File: config.mk
export PLATFORM = sky130hd
export DESIGN_NAME = axi_w_addr_router
export DESIGN_NICKNAME = d
export VERILOG_FILES = /design/src/rtl/axi_w_addr_router.sv
export SDC_FILE = /design/constraint.sdc
export NUM_CORES = 1
export LEC_CHECK = 0
export ABC_CLOCK_PERIOD_IN_PS = 1820
export CAP_MARGIN = 25
export CELL_PAD_IN_SITES_DETAIL_PLACEMENT = 1
export CELL_PAD_IN_SITES_GLOBAL_PLACEMENT = 1
export CORE_ASPECT_RATIO = 1.4
export CORE_UTILIZATION = 20
export DETAILED_ROUTE_END_ITERATION = 8
export PLACE_DENSITY_LB_ADDON = 0.12
export SLEW_MARGIN = 40
export SYNTH_ARGS = -nofsm -noshare
export SYNTH_HDL_FRONTEND = slang
export SYNTH_SLANG_ARGS = --single-unit
File: constraint.sdc
create_clock -name ACLK -period 1.82 [get_ports ACLK]
set_input_delay 0.182 -clock ACLK [delete_from_list [all_inputs] [get_ports ACLK]]
set_output_delay 0.182 -clock ACLK [all_outputs]
set_load 0.03 [all_outputs]
File: src/rtl/axi_w_addr_router.sv
// axi_w_addr_router: single-outstanding AXI write router. Decodes AWADDR to
// slave 0, slave 1 or the misroute port (2), presents AW and W to the chosen
// port concurrently, and returns that port's B response upstream.
module axi_w_addr_router #(
  parameter int AXI_ID_WIDTH     = 1,
  parameter int AXI_DATA_WIDTH   = 32,
  parameter int AXI_ADDR_WIDTH   = 8,
  parameter int AXI_AWCHAN_WIDTH = AXI_ID_WIDTH + AXI_ADDR_WIDTH + 13,
  parameter int AXI_WDCHAN_WIDTH = AXI_DATA_WIDTH + AXI_DATA_WIDTH / 8 + 1,
  parameter int AXI_WBCHAN_WIDTH = AXI_ID_WIDTH + 2,
  parameter logic [AXI_ADDR_WIDTH-1:0] SLV0_BASE = 8'h00,
  parameter logic [AXI_ADDR_WIDTH-1:0] SLV0_MASK = 8'hC0,
  parameter logic [AXI_ADDR_WIDTH-1:0] SLV1_BASE = 8'h40,
  parameter logic [AXI_ADDR_WIDTH-1:0] SLV1_MASK = 8'hC0
) (
  input  logic                          ACLK,
  input  logic                          ARESET,
  input  logic [AXI_AWCHAN_WIDTH-1:0]   S_AXI_AWCH_i,
  input  logic                          S_AXI_AWCH_VALID_i,
  output logic                          S_AXI_AWCH_READY_o,
  input  logic [AXI_WDCHAN_WIDTH-1:0]   S_AXI_WCH_i,
  input  logic                          S_AXI_WCH_VALID_i,
  output logic                          S_AXI_WCH_READY_o,
  output logic [AXI_WBCHAN_WIDTH-1:0]   S_AXI_BCH_o,
  output logic                          S_AXI_BCH_VALID_o,
  input  logic                          S_AXI_BCH_READY_i,
  output logic [3*AXI_AWCHAN_WIDTH-1:0] M_AXI_AWCH_o,
  output logic [2:0]                    M_AXI_AWCH_VALID_o,
  input  logic [2:0]                    M_AXI_AWCH_READY_i,
  output logic [3*AXI_WDCHAN_WIDTH-1:0] M_AXI_WCH_o,
  output logic [2:0]                    M_AXI_WCH_VALID_o,
  input  logic [2:0]                    M_AXI_WCH_READY_i,
  input  logic [3*AXI_WBCHAN_WIDTH-1:0] M_AXI_BCH_i,
  input  logic [2:0]                    M_AXI_BCH_VALID_i,
  output logic [2:0]                    M_AXI_BCH_READY_o,
  output logic [7:0]                    MISROUTE_CNT_o
);

  typedef enum logic [1:0] {IDLE, FWD, RESP} state_t;

  state_t                        state, state_nxt;
  logic [AXI_AWCHAN_WIDTH-1:0]   aw_reg;
  logic [1:0]                    sel, sel_dec;
  logic                          aw_done, w_done;
  logic [7:0]                    cnt;
  logic [AXI_ADDR_WIDTH-1:0]     addr_in;
  logic                          aw_hs, w_last_hs;
  logic                          s_aw_ready, s_w_ready, s_b_valid;
  logic [AXI_WBCHAN_WIDTH-1:0]   s_b;
  logic [2:0]                    m_aw_valid, m_w_valid, m_b_ready;

  assign addr_in = S_AXI_AWCH_i[AXI_AWCHAN_WIDTH-AXI_ID_WIDTH-1:13];

  // Fixed-priority address decode: port 0, then port 1, else misroute port.
  always_comb begin
    sel_dec = 2'd2;
    if ((addr_in & SLV0_MASK) == SLV0_BASE)      sel_dec = 2'd0;
    else if ((addr_in & SLV1_MASK) == SLV1_BASE) sel_dec = 2'd1;
  end

  // Next-state and handshake steering; everything is forced low during reset.
  always_comb begin
    state_nxt  = state;
    s_aw_ready = 1'b0;
    s_w_ready  = 1'b0;
    s_b_valid  = 1'b0;
    s_b        = '0;
    m_aw_valid = '0;
    m_w_valid  = '0;
    m_b_ready  = '0;
    aw_hs      = 1'b0;
    w_last_hs  = 1'b0;
    if (!ARESET) begin
      case (state)
        IDLE: begin
          s_aw_ready = 1'b1;
          if (S_AXI_AWCH_VALID_i) state_nxt = FWD;
        end
        FWD: begin
          for (int unsigned k = 0; k < 3; k++) begin
            if (sel == 2'(k)) begin
              m_aw_valid[k] = !aw_done;
              m_w_valid[k]  = S_AXI_WCH_VALID_i && !w_done;
              s_w_ready     = M_AXI_WCH_READY_i[k] && !w_done;
              aw_hs         = !aw_done && M_AXI_AWCH_READY_i[k];
            end
          end
          w_last_hs = S_AXI_WCH_VALID_i && s_w_ready && S_AXI_WCH_i[0];
          // Same-cycle handshakes count, so AW and WLAST may finish together.
          if ((aw_done || aw_hs) && (w_done || w_last_hs)) state_nxt = RESP;
        end
        RESP: begin
          for (int unsigned k = 0; k < 3; k++) begin
            if (sel == 2'(k)) begin
              s_b          = M_AXI_BCH_i[k*AXI_WBCHAN_WIDTH +: AXI_WBCHAN_WIDTH];
              s_b_valid    = M_AXI_BCH_VALID_i[k];
              m_b_ready[k] = S_AXI_BCH_READY_i;
            end
          end
          if (s_b_valid && S_AXI_BCH_READY_i) state_nxt = IDLE;
        end
        default: state_nxt = IDLE;
      endcase
    end
  end

  // State, captured AW, completion flags and saturating misroute counter.
  always_ff @(posedge ACLK) begin
    if (ARESET) begin
      state   <= IDLE;
      aw_reg  <= '0;
      sel     <= '0;
      aw_done <= 1'b0;
      w_done  <= 1'b0;
      cnt     <= '0;
    end else begin
      state <= state_nxt;
      if (state == IDLE && S_AXI_AWCH_VALID_i) begin
        aw_reg  <= S_AXI_AWCH_i;
        sel     <= sel_dec;
        aw_done <= 1'b0;
        w_done  <= 1'b0;
        if (sel_dec == 2'd2 && cnt != 8'hFF) cnt <= cnt + 8'd1;
      end
      if (aw_hs)     aw_done <= 1'b1;
      if (w_last_hs) w_done  <= 1'b1;
    end
  end

  assign S_AXI_AWCH_READY_o = s_aw_ready;
  assign S_AXI_WCH_READY_o  = s_w_ready;
  assign S_AXI_BCH_o        = s_b;
  assign S_AXI_BCH_VALID_o  = s_b_valid;
  assign M_AXI_AWCH_VALID_o = m_aw_valid;
  assign M_AXI_WCH_VALID_o  = m_w_valid;
  assign M_AXI_BCH_READY_o  = m_b_ready;
  assign M_AXI_AWCH_o       = ARESET ? '0 : {3{aw_reg}};
  assign M_AXI_WCH_o        = ARESET ? '0 : {3{S_AXI_WCH_i}};
  assign MISROUTE_CNT_o     = ARESET ? '0 : cnt;

endmodule

==> impl_metrics.csv, run 1 <==
group,metric,value,unit
logic_synthesis,synth.net_count,490,
min_path,hold_path_class,"in2reg",
logic_synthesis,synth_area_per_cell,7.39,um^2
routing,dr_wl_met2,5880,um
floorplanning,start_util,20.6,%
layout,fillers,1722,
cts,clockBufferDepth,2,
logic_synthesis,syn_area,3010,um^2
logic_synthesis,synth-seq-cells,36,
cts,path_clk_slew,0.05,ns
placed_design,dpl_cell_area,5210,um^2
critical_path,timing.rr.end,"cnt[1]",
global_routing,grt_pass1_wl,16400,um
logic_synthesis,synth_area_leader_cell,"buf_4",
routing,routed_wl,10600,um
timing,period_needed,1.81,ns
timing,setup_viol,0,
timing,rsz0062_at_grt,"yes",
routing,first_pass_iters,4,
cts,htreeDepth,2,
floorplanning,rows,52,
critical_path,startpoint,"S_AXI_WCH_i[13]",
floorplanning,die_w,106,um
layout,syn2layout_area_growth,81.1,%
layout,fin_nets,658,
global_routing,grt_max_degree,32,
timing,timing.final.crit_share,99.4,%
critical_path,worstSetupPathType,"in2out",
layout,instances_no_fill,765,
logic_synthesis,seq_area_frac_synth,24.0,%
power_and_ir_drop,ir_worst_vdd,0.336,mV
logic_synthesis,netlist_instances,407,
timing,final.setup_skew,0.00578,ns
timing,slew_headroom,75.9,%
layout,largest_reg_flops,22,
routing,vias_per_cell,4.04,
placed_design,dp_slack,0.0113,ns
layout,antenna_cells,0,
floorplanning,core_area,14600,um^2
status,status,"finished, final reports clean",
critical_path,worstPathRequired,1.64,ns
critical_path,r2r_cells,5,
logic_synthesis,synth_area_leaders,"buf_4 29%, dfxtp_1 24%, nor2b_1 15%",
floorplanning,ios,282,
global_routing,grt_pass1_vias,3222,
placed_design,post-place-cells,757,
placed_design,io_buffers,281,
placed_design,gp_congestion,0.712,
routing,drt_iter0_drc,49,
routing,wl_met1,3820,um
layout,regArea,728,um^2
power_and_ir_drop,power_density,545,nW/um^2
routing,antenna_left,0,
cts,ctsHoldBuffers,0,
run,max-cap-violations,0,
critical_path,ff2ff_setup_slack,0.29,ns
critical_path,endpoint,"M_AXI_WCH_o[87]",
critical_path,critPathArrivalTime,1.63,ns
timing,setup_ws,0.0114,ns
critical_path,cp-end-kind,"output port",
logic_synthesis,synthArstFlopShare,0,%
timing,tightest_slew,0.357,ns
layout,multi_input_area,1340,um^2
layout,finish.instance_area,5450,um^2
cts,cts_setup_buffers,0,
cts,cts_buffers,5,
cts,clock_sinks,36,
cts,cts_root_buffer,"clkbuf_16",
layout,drive_above_1_share,11.3,%
routing,top_layer,"met4",
global_routing,antenna_found_initial,0,
global_routing,grt_use_total,13.2,%
routing,wl_met3,714,um
timing,hold_viol_final,0,
timing,maxSlewViolCount,0,
critical_path,worstPathMaxFanout,3,
power_and_ir_drop,leakage,2.42,nW
critical_path,critPathLaunchType,"input port",
logic_synthesis,dominantRegCellSynth,"dfxtp_1",
global_routing,grt_overflow,0,
routing,vias,3087,
cts,cts_tree,"done",
timing,max_freq,0.553,GHz
cts,clk_latency,0.28,ns
floorplanning,die_height,147,um
logic_synthesis,ys_types,41,
critical_path,regToRegStartpoint,"cnt[0]",
floorplanning,die-area,15500,um^2
logic_synthesis,yosys_warnings,0,
routing,wl_per_cell,13.9,um
placed_design,hpwl,8720,um
logic_synthesis,synth_top_cell_area_share,29.5,%
logic_synthesis,synth_edf_count,0,
routing,route.detailed.drc,0,
placed cells by master (no fill, tap or decap), drive strengths merged, types with 2 or more instances in the layout:
cell type and n:
inv 2, nor2b 70, buf 39, clkinv 2, dlygate4sd2 5, and3 2, mux2i 7, clkdlybuf4s50 228
a21oi 28, nand3b 2, nand2 53, o21ai 3, dfxtp 36, or2 2, and4bb 2, xor2 4
nor2 27, o211ai 3, nor3 6, nand3 4, nand2b 3, dlymetal6s2s 26, clkbuf 6
through the flow:
step,hold slack (ns),TNS (ns),utilization (%),power [mW]
after floorplan,0.318,0,-,1.66
after global placement,0.438,0,35.7,2.12
after detailed placement,0.444,0,35.7,2.13
after CTS,0.307,0,36.8,3.03
after global routing,0.327,-0.00726,37.4,3.12
final,0.298,0,37.4,2.97
repair_timing:
action	in CTS	in global routing
endpoints found under the setup margin	14	47
pin swaps	0	1
resized for setup	10	32
how the worst min path moves through the flow:
| stage | start | cells after the start | endpoint | slack (ns) |
|---|---|---|---|---|
| global placement | aw_reg[11] | 2 | aw_reg[11] | 0.44 |
| detailed placement | aw_reg[13] | 2 | aw_reg[13] | 0.44 |
| floorplan | S_AXI_AWCH_i[0] | 2 | aw_reg[0] | 0.32 |
| finish | ARESET | 2 | state[1] | 0.30 |
| global route | ARESET | 2 | state[1] | 0.33 |
| CTS | ARESET | 2 | state[1] | 0.31 |
power breakdown:
| group | switching, mW | internal [mW] | total, mW |
|---|---|---|---|
| Clock | 0.328 | 0.539 | 0.867 |
| Sequential | 0.0265 | 0.828 | 0.854 |
| Combinational | 0.670 | 0.575 | 1.25 |
| Total | 1.02 | 1.94 | 2.97 |
critical path: stages:
cell             delay, ns
clkdlybuf4s50_1       0.46
nor2b_1               0.25
clkdlybuf4s50_1       0.74
cell usage after synthesis, types with 2 or more instances:
cell type    n
buf_2        2
nor2_1      27
dfxtp_1     36
nor3_1       6
o211ai_1     2
and3_1       2
buf_6        2
inv_1        2
nand2_1     53
nor2b_1     70
xor2_1       4
o21ai_0      2
a21oi_1     28
clkbuf_1    13
nand3b_1     2
nand2b_1     3
and4bb_2     2
nand3_1      4
mux2i_1      7
buf_4      118
buf_1        2
per-layer routing:
layer	track usage, %	vias to the layer above
met5	0	-
met4	4.24	0
met3	3.50	12
met2	25.9	153
met1	13.2	1407
li1	-	1515
cell type report:
cell class / count / area share (%)
Clock inverter: 2 / 0.184
Clock buffer: 6 / 2.55
Tap cell: 189 / 4.34
Sequential cell: 36 / 13.4
Multi-Input combinational cell: 232 / 24.7
Timing Repair Buffer: 298 / 54.7
Inverter: 2 / 0.138
logic make-up after synthesis:
| family | share of synthesized area [%] |
|---|---|
| AOI/OAI and AO/OA | 8.07 |
| xor gates and xnor gates | 1.46 |
| adders and majority gates | 0.416 |
| buffers and inverters | 32.7 |
| DFF | 24.0 |
| muxes | 2.70 |
| and+or+nand+nor | 30.7 |
Note: power is estimated with default switching activity, not from simulation.
==> run 2, diff against run 1 <==
ABC_AREA = 0   (was not set)
==> results of run 2 <==
Final layout, timing and power as in run 1 (identical DEF).
==> run 3, diff against run 2 <==
CAP_MARGIN = 20   (was 25)
SKIP_LAST_GASP = 1   (was not set)
==> run 3 against run 2 <==
  * Non-clock buffer count unchanged
  * Wire length down 0.10%
  * Count of clock-buffer cells in the layout unchanged
  * Sequential share of layout area about the same
  * Die area unchanged
  * Design area down 0.18%
  * Register-to-register slack about the same
  * Via count about the same
  * Critical endpoint unchanged
  * Highest routed layer unchanged
==> impl_metrics.csv, run 3 (synthesis results as in run 1) <==
group,metric,value,unit
power_and_ir_drop,leakage,2.42,nW
floorplanning,start_util,20.6,%
floorplanning,rows,52,
placed_design,io_buffers,281,
timing,slew_headroom,75.9,%
layout,drive_above_1_share,10.9,%
layout,regArea,728,um^2
power_and_ir_drop,total_power,2.96,mW
cts,cts_tree,"done",
min_path,holdCritStartpoint,"ARESET",
routing,antenna_left,0,
critical_path,critPathArrivalTime,1.63,ns
floorplanning,core_area,14600,um^2
routing,vias,3086,
routing,wl_per_cell,13.9,um
timing,maxSlewViolCount,0,
timing,max_freq,0.553,GHz
floorplanning,die_w,106,um
cts,ctsHoldBuffers,0,
layout,antenna_cells,0,
critical_path,ff2ff_setup_slack,0.29,ns
critical_path,timing.rr.end,"cnt[1]",
global_routing,grt_pass1_vias,3222,
timing,setup_viol,0,
critical_path,r2r_cells,5,
layout,final_core_util,37.3,%
critical_path,cp_slowest_cell,"clkdlybuf4s50_1",
timing,tns,0,ns
run,max-cap-violations,0,
critical_path,critPathLaunchType,"input port",
critical_path,path_cells,"clkdlybuf4s50_1 > nor2b_1 > clkdlybuf4s50_1",
critical_path,worstSetupPathType,"in2out",
timing,setup_ws,0.0114,ns
layout,fin_nets,658,
placed_design,post-place-cells,757,
global_routing,grt_overflow,0,
timing,hold_viol_final,0,
critical_path,cpLargestDelayFamily,"buffers and inverters",
layout,fillers,1723,
min_path,hold_path_class,"in2reg",
timing,final.setup_skew,0.00578,ns
cts,clk_latency,0.28,ns
placed_design,hpwl,8720,um
cts,cts_buffers,5,
cts,clock_sinks,36,
routing,vias_per_cell,4.03,
routing,routed_wl,10600,um
layout,instances_no_fill,765,
cts,path_clk_slew,0.05,ns
global_routing,grt_max_degree,32,
critical_path,worstPathRequired,1.64,ns
layout,largest_reg_flops,22,
timing,period_needed,1.81,ns
cts,cts_setup_buffers,0,
floorplanning,die_height,147,um
min_path,whs_endpoint,"state[1]",
status,status,"finished, final reports clean",
timing,timing.final.crit_share,99.4,%
cts,htreeDepth,2,
global_routing,grt_pass1_wl,16400,um
floorplanning,die-area,15500,um^2
layout,multi_input_area,1330,um^2
critical_path,path_common_cell,"clkdlybuf4s50_1",
critical_path,cpPeakStageDelay,0.74,ns
critical_path,regToRegStartpoint,"cnt[0]",
routing,route.detailed.drc,0,
global_routing,antenna_found_initial,0,
timing,rsz0062_at_grt,"yes",
cts,cts_root_buffer,"clkbuf_16",
power_and_ir_drop,ir_worst_vdd,0.336,mV
layout,final_common_cell,"clkdlybuf4s50_1",
placed_design,gp_congestion,0.712,
min_path,hold_depth,2,
timing,tightest_slew,0.357,ns
layout,syn2layout_area_growth,80.7,%
layout,final_cell_mix,"228 x clkdlybuf4s50_1, 69 x nor2b_1, 52 x nand2_1",
placed_design,dp_slack,0.0113,ns
critical_path,worstPathMaxFanout,3,
floorplanning,ios,282,
critical_path,cp-end-kind,"output port",
routing,drt_iter0_drc,49,
routing,first_pass_iters,4,
critical_path,crit_buf_inv,2,
global_routing,grt_use_total,13.2,%
cts,clockBufferDepth,2,
power_and_ir_drop,power_density,545,nW/um^2
[run 3: timing repair]
action / in CTS / in global routing
pin swaps: 0 / 1
setup endpoints to repair: 14 / 48
resized for setup: 9 / 31
[run 3: cell type report]
type / count / share of cell area [%]
multi-input combinational: 232 / 24.5
clock inverter: 2 / 0.184
clock buffer: 6 / 2.55
sequential: 36 / 13.4
tap: 189 / 4.35
timing repair buffer: 298 / 54.8
inverter: 2 / 0.138
[run 3: per-layer routing]
metal / GRT usage, % / part of all wire (%) / wire (um) / vias to the layer above
met4: 4.24 / 1.9 / 206 / 0
li1: - / - / - / 1514
met5: 0 / 0 / 0 / -
met1: 13.2 / 36 / 3820 / 1407
met3: 3.50 / 6.7 / 714 / 12
met2: 25.9 / 55 / 5880 / 153
[run 3: per-stage QoR]
step / hold slack, ns / area, um^2
after floorplan: 0.318 / 3020
after global placement: 0.438 / 5210
after detailed placement: 0.444 / 5210
after CTS: 0.305 / 5360
after global routing: 0.327 / 5440
final: 0.299 / 5440
[run 3: worst max path at each step]
stage	to	slack, ns	depth (start not counted)	from
detailed placement	M_AXI_WCH_o[87]	0.01	3	S_AXI_WCH_i[13]
CTS	M_AXI_AWCH_VALID_o[0]	-0.0005	4	state[0]
global route	S_AXI_BCH_VALID_o	-0.03	5	sel[1]
floorplan	S_AXI_WCH_READY_o	0.1	4	sel[1]
finish	M_AXI_WCH_o[87]	0.01	3	S_AXI_WCH_i[13]
global placement	M_AXI_WCH_o[99]	0.04	3	S_AXI_WCH_i[25]
[run 3: report_power, final]
part	switching, mW	internal (mW)	leakage [nW]
logic	0.669	0.573	2.04
clock network	0.328	0.539	0.0766
registers	0.0265	0.828	0.295
==> patch, RTL diff (flow settings as in run 2) <==
The 3 states of `state_t` get a one-hot encoding in 3 bits.
--- a/src/rtl/axi_w_addr_router.sv
+++ b/src/rtl/axi_w_addr_router.sv
@@ -37,5 +37,5 @@
 );
 
-  typedef enum logic [1:0] {IDLE, FWD, RESP} state_t;
+  typedef enum logic [2:0] {IDLE = 3'b001, FWD = 3'b010, RESP = 3'b100} state_t;
 
   state_t                        state, state_nxt;
Behaviour: no difference found for any inputs over 10 cycles, from zero or initial values and one cycle with ARESET high; not proved beyond that.
==> patch against run 2 <==
The run now ends with setup timing left. Die area is 0.57% higher. Cell area up 4.0%. Wire length is 4.4% higher. Worst setup slack got worse by 0.11 ns. Sequential cell count up 1. Area after synthesis grew 0.58%. Synthesized cell count is 0.25% higher. Total power rose by 11%. Register-to-register slack worse by 0.18 ns. Largest cell class unchanged. Largest power group unchanged. Highest routed layer unchanged.
==> patch: results (changes against run 2) <==
metric,value,unit,change
htree_levels,2,,unchanged
hp-start,ARESET,,unchanged
critical_path_arrival,1.73,ns,was 1.63 ns
antenna_cells,0,,unchanged
cts-root-buf,clkbuf_16,,unchanged
grt_pass1_wl,16900,µm,was 16400 µm
synth_warnings,0,,unchanged
fin_ws,-0.0966,ns,was 0.0114 ns
fillers,1753,,was 1722
clk_latency,0.28,ns,about the same
yosysSeqAreaShare,24.5,%,was 24.0%
drt-met1-wl,4170,µm,was 3820 µm
syn-num-nets,491,,was 490
cts_buffers,5,,unchanged
wirelength,11100,µm,was 10600 µm
avgSynthCellArea,7.42,µm²,was 7.39 µm²
peakVddDrop,0.312,mV,was 0.336 mV
fin_skew,0.00459,ns,was 0.00578 ns
postSynth.asyncResetShare,0,%,unchanged
p_leak,2.49,nW,was 2.42 nW
synth_ff_type,dfxtp_1,,unchanged
port_buffers,281,,unchanged
grt_pass1_vias,3182,,was 3222
nNetsFinal,667,,was 658
first_iter_violations,73,,was 49
dp.cells,762,,was 757
startpoint,state[2]$_SDFFE_PP0P_,,was S_AXI_WCH_i[13]
hpwl,9080,µm,was 8720 µm
route.met3.wl,782,µm,was 714 µm
place.gp.congestion,0.785,,was 0.712
reg2reg_from,state[0]$_SDFFE_PP1P_,,was cnt[0]$_SDFFE_PP0P_
critPathMaxStageDelay,0.57,ns,was 0.74 ns
regToRegSetupSlack,0.11,ns,was 0.29 ns
setup_viol,8,,was 0
path_clk_slew,0.06,ns,
ys_top_cells_by_area,"buf_4 (29%), dfxtp_1 (24%), nor2b_1 (14%), nand2_1 (6.7%), a21oi_1 (5.0%)",,"was buf_4 (29%), dfxtp_1 (24%), nor2b_1 (15%), nand2_1 (6.6%), a21oi_1 (4.7%)"
route.met2.wl,5980,µm,was 5880 µm
min_path_type,input pin to flop,,unchanged
wl_per_cell,14.3,µm,was 13.9 µm
crit_family,simple AND/OR/NAND/NOR gates,,was buffers and inverters
status,finished with violations,,"was complete, no violations"
grt_antenna_before_repair,0,,unchanged
synth_top_cells_by_count,"buf_4 (118), nor2b_1 (68), nand2_1 (54), dfxtp_1 (37), a21oi_1 (30)",,"was buf_4 (118), nor2b_1 (70), nand2_1 (53), dfxtp_1 (36), a21oi_1 (28)"
grt_start_max_net_pins,37,,was 32
violations,setup timing,,
track_usage,13.5,%,was 13.2%
layout-drive-gt1-share,15.0,%,was 11.3%
synth_cell_types,39,,was 41
place_area,5240,µm²,was 5210 µm²
largest_reg_flops,22,,unchanged
vias_per_cell,4.09,,was 4.04
maxSlewHeadroom,75.1,%,was 75.9%
cp_slowest_cell,or4b_4,,was clkdlybuf4s50_1
clock_path_buffers,2,,unchanged
dieArea,15600,µm²,was 15500 µm²
[patch: kinds of logic (layout without fill, tap and decap cells)]
family,count (synthesis),count (layout),synth area share (%)
flops,37,37,24.5
mux,10,10,3.39
simple gates,174,174,30.3
compound gates,45,45,8.85
fa+ha+maj,1,1,0.413
xor+xnor,1,1,0.290
buf+inv,140,317,32.3
[patch: cell type report]
| cell class | instances | area [µm²] | share of cell area [%] |
|---|---|---|---|
| flip-flops and latches | 37 | 744 | 13.1 |
| repair buffers | 306 | 3060 | 54.0 |
| multi-input cells | 231 | 1430 | 25.2 |
| well taps | 189 | 236 | 4.17 |
| clock buffers | 5 | 125 | 2.21 |
| clock inverters | 3 | 65.1 | 1.15 |
| inverters | 3 | 11.3 | 0.199 |
[patch: per-stage QoR]
stage | setup WS [ns] | setup TNS (ns) | utilization (%) | hold WS (ns)
4_1_cts | -0.115 | -0.725 | 37.9 | 0.385
6_report | -0.0966 | -0.432 | 38.7 | 0.383
2_1_floorplan | -0.0119 | -0.0150 | - | 0.318
3_3_place_gp | 0.0139 | 0 | 35.8 | 0.440
5_1_grt | -0.137 | -1.07 | 38.7 | 0.393
3_5_place_dp | -0.0179 | -0.0395 | 35.8 | 0.444
[patch: worst paths after layout]
kind | to | depth (start not counted)
setup / recovery | M_AXI_AWCH_VALID_o[0] | 4
hold / removal | aw_reg[17]$_SDFFE_PP0P_ | 3
setup reg to reg | cnt[7]$_SDFFE_PP0P_ | 7
hold reg to reg | aw_reg[12]$_SDFFE_PP0P_ | 2
[patch: power breakdown]
group / switching, mW / internal (mW) / leakage, nW
Clock: 0.343 / 0.783 / 0.0938
Combinational: 0.703 / 0.588 / 2.10
Sequential: 0.0262 / 0.854 / 0.303
[patch: tightest hold or removal path, cell delays in order]
cell and delay, ns:
buf_4 0.19, buf_12 0.18, a21oi_1 0.05
[patch: layer usage]
layer / vias to the layer above / track usage [%]
met4: 0 / 3.26
met3: 11 / 2.95
met5: - / 0
met1: 1458 / 14.5
met2: 150 / 26.4
li1: 1546 / -
[patch: repair_timing]
item | CTS | global route
pin swaps | 11 | 3
setup buffers | 4 | 0
setup endpoints to repair | 20 | 54
gates resized for setup | 33 | 39
endpoints found under the hold margin | 0 | 0
